<file path="src/rtl/audio_adc_rx.sv">
// audio_adc_rx: I2S receiver for the WM8731 ADC stream feeding the pedal board.
// Synchronizes BCLK/LRCK/DATA into Clk, deserializes one channel per frame
// MSB first, and emits a registered sample with a one-cycle valid strobe.
// Optional feature macro: AUDIO_RX_MONO_MIX_EN (output the average of left and right).
module audio_adc_rx #(
  parameter int WIDTH   = 16,
  parameter int CHANNEL = 0
) (
  input  logic             Clk,
  input  logic             Reset_n,
  input  logic             AUD_BCLK,
  input  logic             AUD_ADCLRCK,
  input  logic             AUD_ADCDAT,
  output logic [WIDTH-1:0] Signal_in,
  output logic             Sample_valid,
  output logic             Frame_err
);

  localparam int CW = $clog2(WIDTH + 1);

  typedef enum logic [1:0] {IDLE, SKIP, SHIFT, HOLD} state_t;

  state_t state;
  state_t next_state;

  // [0] and [1] form the synchronizer; [2] is the previous synced value for edge detection
  logic [2:0] bclk_sync;
  logic [2:0] lrck_sync;
  logic [1:0] data_sync;

  logic bclk_rise;
  logic lr_edge;
  logic data_bit;

  logic             channel;
  logic [CW-1:0]    bit_count;
  logic [WIDTH-2:0] shift_reg;
  logic [WIDTH-1:0] word;

  logic start_word;
  logic shift_en;
  logic word_done;
  logic short_err;

  assign bclk_rise = bclk_sync[1] & ~bclk_sync[2];
  assign lr_edge   = lrck_sync[1] ^ lrck_sync[2];
  assign data_bit  = data_sync[1];
  assign word      = {shift_reg, data_bit};

  // Bring the asynchronous codec pins into the Clk domain
  always_ff @(posedge Clk or negedge Reset_n) begin
    if (!Reset_n) begin
      bclk_sync <= '0;
      lrck_sync <= '0;
      data_sync <= '0;
    end else begin
      bclk_sync <= {bclk_sync[1:0], AUD_BCLK};
      lrck_sync <= {lrck_sync[1:0], AUD_ADCLRCK};
      data_sync <= {data_sync[0], AUD_ADCDAT};
    end
  end

  // Remember which channel the current half-frame belongs to
  always_ff @(posedge Clk or negedge Reset_n) begin
    if (!Reset_n) begin
      channel <= 1'b0;
    end else if (lr_edge) begin
      channel <= lrck_sync[1];
    end
  end

  // FSM state register
  always_ff @(posedge Clk or negedge Reset_n) begin
    if (!Reset_n) begin
      state <= IDLE;
    end else begin
      state <= next_state;
    end
  end

  // FSM next state; an LRCK edge always wins over a coincident BCLK rise
  always_comb begin
    next_state = state;
    case (state)
      IDLE:    if (lr_edge) next_state = SKIP;
      SKIP:    if (!lr_edge && bclk_rise) next_state = SHIFT;
      SHIFT: begin
        if (lr_edge) begin
          next_state = SKIP;
        end else if (word_done) begin
          next_state = HOLD;
        end
      end
      HOLD:    if (lr_edge) next_state = SKIP;
      default: next_state = IDLE;
    endcase
  end

  // FSM outputs: datapath strobes decoded from state and synced events
  always_comb begin
    start_word = 1'b0;
    shift_en   = 1'b0;
    word_done  = 1'b0;
    short_err  = 1'b0;
    case (state)
      SKIP: start_word = bclk_rise && !lr_edge;
      SHIFT: begin
        shift_en  = bclk_rise && !lr_edge;
        word_done = shift_en && (bit_count == CW'(WIDTH - 1));
        short_err = lr_edge;
      end
      default: ;
    endcase
  end

  // Bit counter and MSB-first shift register
  always_ff @(posedge Clk or negedge Reset_n) begin
    if (!Reset_n) begin
      bit_count <= '0;
      shift_reg <= '0;
    end else if (start_word) begin
      bit_count <= '0;
    end else if (shift_en) begin
      bit_count <= bit_count + 1'b1;
      shift_reg <= word[WIDTH-2:0];
    end
  end

`ifdef AUDIO_RX_MONO_MIX_EN
  logic [WIDTH-1:0] left_word;
  logic [WIDTH:0]   mix_sum;

  assign mix_sum = {left_word[WIDTH-1], left_word} + {word[WIDTH-1], word};

  // Keep the most recent completed left word for the mix
  always_ff @(posedge Clk or negedge Reset_n) begin
    if (!Reset_n) begin
      left_word <= '0;
    end else if (word_done && !channel) begin
      left_word <= word;
    end
  end

  // Right completion publishes the floor-average of left and right
  always_ff @(posedge Clk or negedge Reset_n) begin
    if (!Reset_n) begin
      Signal_in    <= '0;
      Sample_valid <= 1'b0;
      Frame_err    <= 1'b0;
    end else begin
      Sample_valid <= word_done && channel;
      Frame_err    <= short_err;
      if (word_done && channel) begin
        Signal_in <= mix_sum[WIDTH:1];
      end
    end
  end
`else
  localparam logic CHAN_SEL = (CHANNEL != 0);

  // Publish completed words of the selected channel only
  always_ff @(posedge Clk or negedge Reset_n) begin
    if (!Reset_n) begin
      Signal_in    <= '0;
      Sample_valid <= 1'b0;
      Frame_err    <= 1'b0;
    end else begin
      Sample_valid <= word_done && (channel == CHAN_SEL);
      Frame_err    <= short_err;
      if (word_done && (channel == CHAN_SEL)) begin
        Signal_in <= word;
      end
    end
  end
`endif

endmodule

</file>
<file path="config.mk">
export PLATFORM = sky130hd
export DESIGN_NAME = audio_adc_rx
export DESIGN_NICKNAME = d
export VERILOG_FILES = /design/src/rtl/audio_adc_rx.sv
export SDC_FILE = /design/constraint.sdc
export NUM_CORES = 1
export LEC_CHECK = 0
export ABC_CLOCK_PERIOD_IN_PS = 3110
export CORE_ASPECT_RATIO = 2
export CORE_MARGIN = 2
export CORE_UTILIZATION = 41
export CTS_CLUSTER_DIAMETER = 30
export DETAILED_ROUTE_END_ITERATION = 10
export PLACE_DENSITY = 0.65
export SYNTH_ARGS = -nofsm -noshare
export SYNTH_HDL_FRONTEND = slang
export SYNTH_SLANG_ARGS = --single-unit
export TNS_END_PERCENT = 30
</file>
<file path="constraint.sdc">
create_clock -name Clk -period 3.11 [get_ports Clk]
set_input_delay 0.311 -clock Clk [delete_from_list [all_inputs] [get_ports Clk]]
set_output_delay 0.311 -clock Clk [all_outputs]
set_load 0.01 [all_outputs]
</file>
Word level (Yosys, flattened, before mapping)
Cells that the tools add are included.

storage, ports and cells
  register bits = 49
  input bits = 5
  output and inout port bits = 18
  word-level logic and storage cells = 43

operators by class
  add/subtract/negate cells = 1
  eq/ne operators = 7
  multiplexer cells = 11
  bitwise gates (word level) = 5
  reduce and logical (&&, ||, !) cells = 9

operators by type and width
  cell                                                    number
  2-to-1 mux 5 bit                                        2
  2-to-1 mux 2 bit                                        4
  case mux 2 bit (3 select lines)                         1
  adder 5 x 1 -> 5 bit (second input constant)            1
  == test 5 x 4 -> 1 bit (second input constant)          1
  == test 2 bit (second input constant)                   2
  2-to-1 mux 1 bit                                        4
  logical AND 1 bit                                       3
  inequality test 3 bit (second input constant)           1
  inverter 1 bit                                          3
  AND reduction 3 bit                                     1
  == test 2 x 1 -> 1 bit (second input constant)          1
  zero test 2 bit                                         1
  inequality test 2 x 1 -> 1 bit (second input constant)  1
  inequality test 2 bit (second input constant)           1
  AND reduction 2 bit                                     1
  nonzero test 2 bit                                      1
  OR reduction 2 bit                                      1
  AND 1 bit                                               1
  zero test 1 bit                                         1
  bitwise XOR 1 bit                                       1

Depth between registers and ports, before layout
  depth after elaboration = 8
  depth in mapped cells = 7
  mapped depth without buffers = 6

Least setup slack after synthesis
OpenSTA, ideal clock, no wires.

  path kind = register to register
  start = register state[0]
  end = register shift_reg[10]
  setup time = 0.125 ns
  arrival = 1.759 ns
  data required time = 2.985 ns
  path slack = 1.227 ns
  stages on the path, launching flop included = 6
  buffers on the path = 1
  period minus slack after synthesis = 1.883 ns
  cells stage by stage = dfrtp_1 ha_1 nand2b_1 nor3_2 buf_4 mux2_2

on the way
  word-level cells in the longest chain between the ends = 4
  elaborated cells between the ends (all ways) = 6
  classes of those cells = eq/ne (2); mux (2); bitwise (1); reduce/logical (1)

ends and longest elaborated chain
  element                                   line  RTL
  start: declaration                        23    state_t state;
  start signal: assignment                  77    state <= next_state;
  == test 2 x 1 -> 1 bit                    105   case (state)
  2-to-1 mux 1 bit                          105
  inverter 1 bit (no source line)           -
  AND reduction 2 bit (no source line) (*)  -
  end signal: assignment                    125   shift_reg <= word[WIDTH-2:0];
  end: declaration                          37    logic [WIDTH-2:0] shift_reg;

Every way passes the cells marked *; elsewhere a longest branch is shown, timed or not.
A chain may end at the register's enable or synchronous reset.

Final worst setup path
  start = register bit_count[0]
  end = register Signal_in[9]

on the way
  word-level cells in the longest chain between the ends = 4

ends and longest elaborated chain
  element                   line  RTL
  start: declaration        36    logic [CW-1:0] bit_count;
  start signal: assignment  124   bit_count <= bit_count + 1'b1;
  == test 5 x 4 -> 1 bit    109   word_done = shift_en && (bit_count == CW'(WIDTH - 1));
  logical AND 1 bit         109
  2-to-1 mux 1 bit          105
  logical AND 1 bit         170   if (word_done && (channel == CHAN_SEL)) begin
  end signal: assignment    171   Signal_in <= word;
  end: declaration          14    output logic [WIDTH-1:0] Signal_in,

Every way passes these cells.

==> key figures <==
STA
  – RSZ-0062 raised after global routing: false
  – Worst clock skew: 0.00689 ns
  – Final count of hold timing violations: 0
  – Final worst path period share: 0.725
  – Final setup violation count: 0
  – Fin crit period: 2.25 ns
  – Slew HR: 0.303
  – Setup_tns: 0 ns
  – Achievable Freq: 444 MHz
  – Final-report max-slew violation count: 0
  – Slew at the pin with the worst max-slew slack: 1.05 ns

Logic synthesis
  – Post-Syn Instances: 132
  – Net Count, Synth: 142
  – Ys Warns: 0
  – Register bit count reported by yosys: 49
  – Synthesized area per cell: 14.5 um2
  – Yosys cell types: 29
  – Synth Cell Area: 1920 um2
  – Seq/Total Area, Yosys: 0.639

Global route
  – Initial antenna violation count: 0
  – Largest net degree at the start of global routing: 50
  – Vias in the first global route: 1169
  – Total track usage: 0.141
  – Global route total overflow: 0
  – First-pass GRT wire length: 5.53 mm

Clock network
  – Cts bufs inserted: 5
  – Clock-pin slew on the worst setup and hold paths: 0.09 ns
  – Clock Sinks: 49
  – Clk_lat worst skew: 0.29 ns
  – Post-CTS Hold Fix Bufs: 0
  – PostCTS Resize Cnt: 0
  – CTS H-tree lvls: 2
  – Postcts setup bufs: 0
  – Clk root buf: clkbuf_8
  – Largest buffer count on any clock path: 2
  – CTS tree: done

Power and ir drop
  – Power Density: 600 nW/um2
  – Worst VDD drop: 435 uV
  – Leak: 0.00109 uW

Floorplan
  – Die height: 101 um
  – Core area: 4550 um2
  – Die ar.: 5270 um2
  – Ports: 23
  – Die X: 52.4 um
  – Row Count: 35
  – Starting Density: 0.421

Setup path
  – Reg2Reg Setup Slack: 0.86 ns
  – Crit path capture type: register
  – Setup crit end: Signal_in[9]$_DFFE_PN0P_
  – CP startpoint kind: register
  – WP data arrival: 2.43 ns
  – R2R Path End: Signal_in[9]$_DFFE_PN0P_
  – Critical path peak fanout: 17
  – WP data required: 3.29 ns
  – Worst setup path start: bit_count[0]$_DFFE_PN0P_
  – RR Startpoint: bit_count[0]$_DFFE_PN0P_
  – Critical path class: reg -> reg
  – Reg2reg path depth: 6

Place
  – Gpl congestion: 0.700
  – PortBufs: 22
  – Post-DP HPWL: 2.23 mm
  – DP Cell Count: 207

Finish
  – Layout area overhead: 19.4%
  – Number of diodes: 0
  – Multi-input logic area: 657 um2
  – Layout cells sized above 1: 0.270
  – Final Non-Filler Cells: 214
  – Fillers: 415
  – Max reg flops: 16
  – Final nets: 169
  – FF/Latch Area: 1230 um2

Job
  – Max_cap viols: 0

Hold path
  – Worst Hold Class: in -> async

Route
  – Final WL: 3.10 mm
  – Via count: 1077
  – Drt first pass iters: 6
  – Average via count per standard cell: 5.03
  – Initial DRC count: 9
  – DRT antenna net count: 0
  – DRC viols: 0
  – Routed length per instance: 14.5 um

Outcome
  – Status: completed
cell usage in the layout (no fill, tap or decap):
master	n
dfrtp_1	49
mux2_2	31
clkdlybuf4s50_1	21
nand2_1	11
o21ai_0	5
ha_1	5
clkbuf_8	5
nor2_1	4
inv_1	3
nand2b_1	2
nor2b_1	2
and3_1	1
xor2_1	1
or2_4	1
nor3_4	1
and2_1	1
o32ai_1	1
mux2i_1	1
nand4_1	1
or4_1	1
nor3_2	1
a21oi_1	1
or3_1	1
nand3_1	1
or2b_1	1
nor3b_1	1
a221o_1	1
o311ai_0	1
clkinv_2	1
bufinv_16	1
buf_2	1
buf_4	1
stage by stage:
step           utilization  setup slack (ns)  cell area (um2)  hold slack, ns  power, uW
4_1_cts              0.503             0.828             2290           0.233       1400
6_report             0.503             0.856             2290           0.197       1370
3_5_place_dp         0.480             0.846             2190           0.337        964
5_1_grt              0.503             0.679             2290           0.273       1460
2_1_floorplan            -              1.23             1920          0.0154        892
3_3_place_gp         0.480             0.943             2190           0.336        948
worst min path at each step:
stage                                         to              startpoint  slack, ns  depth (start not counted)
after floorplan              Frame_err$_DFF_PN0_                 Reset_n       0.02                          0
after global placement    bclk_sync[1]$_DFF_PN0_  bclk_sync[0]$_DFF_PN0_       0.34                          0
after detailed placement  data_sync[1]$_DFF_PN0_  data_sync[0]$_DFF_PN0_       0.34                          0
after CTS                    Frame_err$_DFF_PN0_                 Reset_n       0.23                          1
after global routing        state[1]$_DFFE_PN0P_                 Reset_n       0.27                          1
final                       state[1]$_DFFE_PN0P_                 Reset_n       0.20                          1
final cells by class:
type | instances | area share
clock buffers | 5 | 0.0301
clock inverters | 2 | 0.0153
inverters | 3 | 0.00492
multi-input cells | 77 | 0.287
flip-flops and latches | 49 | 0.536
well taps | 55 | 0.0301
repair buffers | 23 | 0.0973
synth_stat cells:
master / n / area share
a21oi_1: 1 / 0.0026
a221o_1: 1 / 0.0052
and2_1: 1 / 0.0033
and3_1: 1 / 0.0033
buf_2: 1 / 0.0026
buf_4: 1 / 0.0039
buf_6: 1 / 0.0059
dfrtp_1: 49 / 0.64
ha_1: 5 / 0.033
inv_1: 3 / 0.0059
mux2_2: 31 / 0.18
mux2i_1: 1 / 0.0052
nand2_1: 11 / 0.022
nand2b_1: 2 / 0.0065
nand3_1: 1 / 0.0026
nand4_1: 1 / 0.0033
nor2_1: 4 / 0.0078
nor2b_1: 2 / 0.0065
nor3_2: 1 / 0.0052
nor3_4: 1 / 0.0085
nor3b_1: 1 / 0.0039
o21ai_0: 5 / 0.013
o311ai_0: 1 / 0.0046
o32ai_1: 1 / 0.0046
or2_4: 1 / 0.0046
or2b_1: 1 / 0.0039
or3_1: 1 / 0.0033
or4_1: 1 / 0.0039
xor2_1: 1 / 0.0046
critical path, stage by stage (launching register included):
cell and delay, ns:
dfrtp_1 0.42, ha_1 0.21, and3_1 0.16, ha_1 0.20, nand2_1 0.10, nor3_4 0.63
mux2_2 0.42
where the power goes:
group	switching (uW)	internal [uW]	total (uW)
clock	192	234	426
sequential	38.0	686	724
combinational	125	99.1	224
total	355	1020	1370
per-layer routing:
metal | share of wire | GRT usage | vias up
li1 | - | - | 509
met1 | 0.39 | 0.160 | 543
met2 | 0.55 | 0.242 | 18
met3 | 0.032 | 0.0341 | 7
met4 | 0.024 | 0.0651 | 0
met5 | 0 | 0 | -
kinds of logic after synthesis:
group                      count (synthesis)  synth area share
xor gates and xnor gates                   1           0.00457
buffers and inverters                      6            0.0183
adders and majority gates                  5            0.0326
and+or+nand+nor                           30            0.0881
muxes                                     32             0.187
AOI/OAI and AO/OA                          9            0.0300
DFF                                       49             0.639
Power figures use the tool's default switching activity.
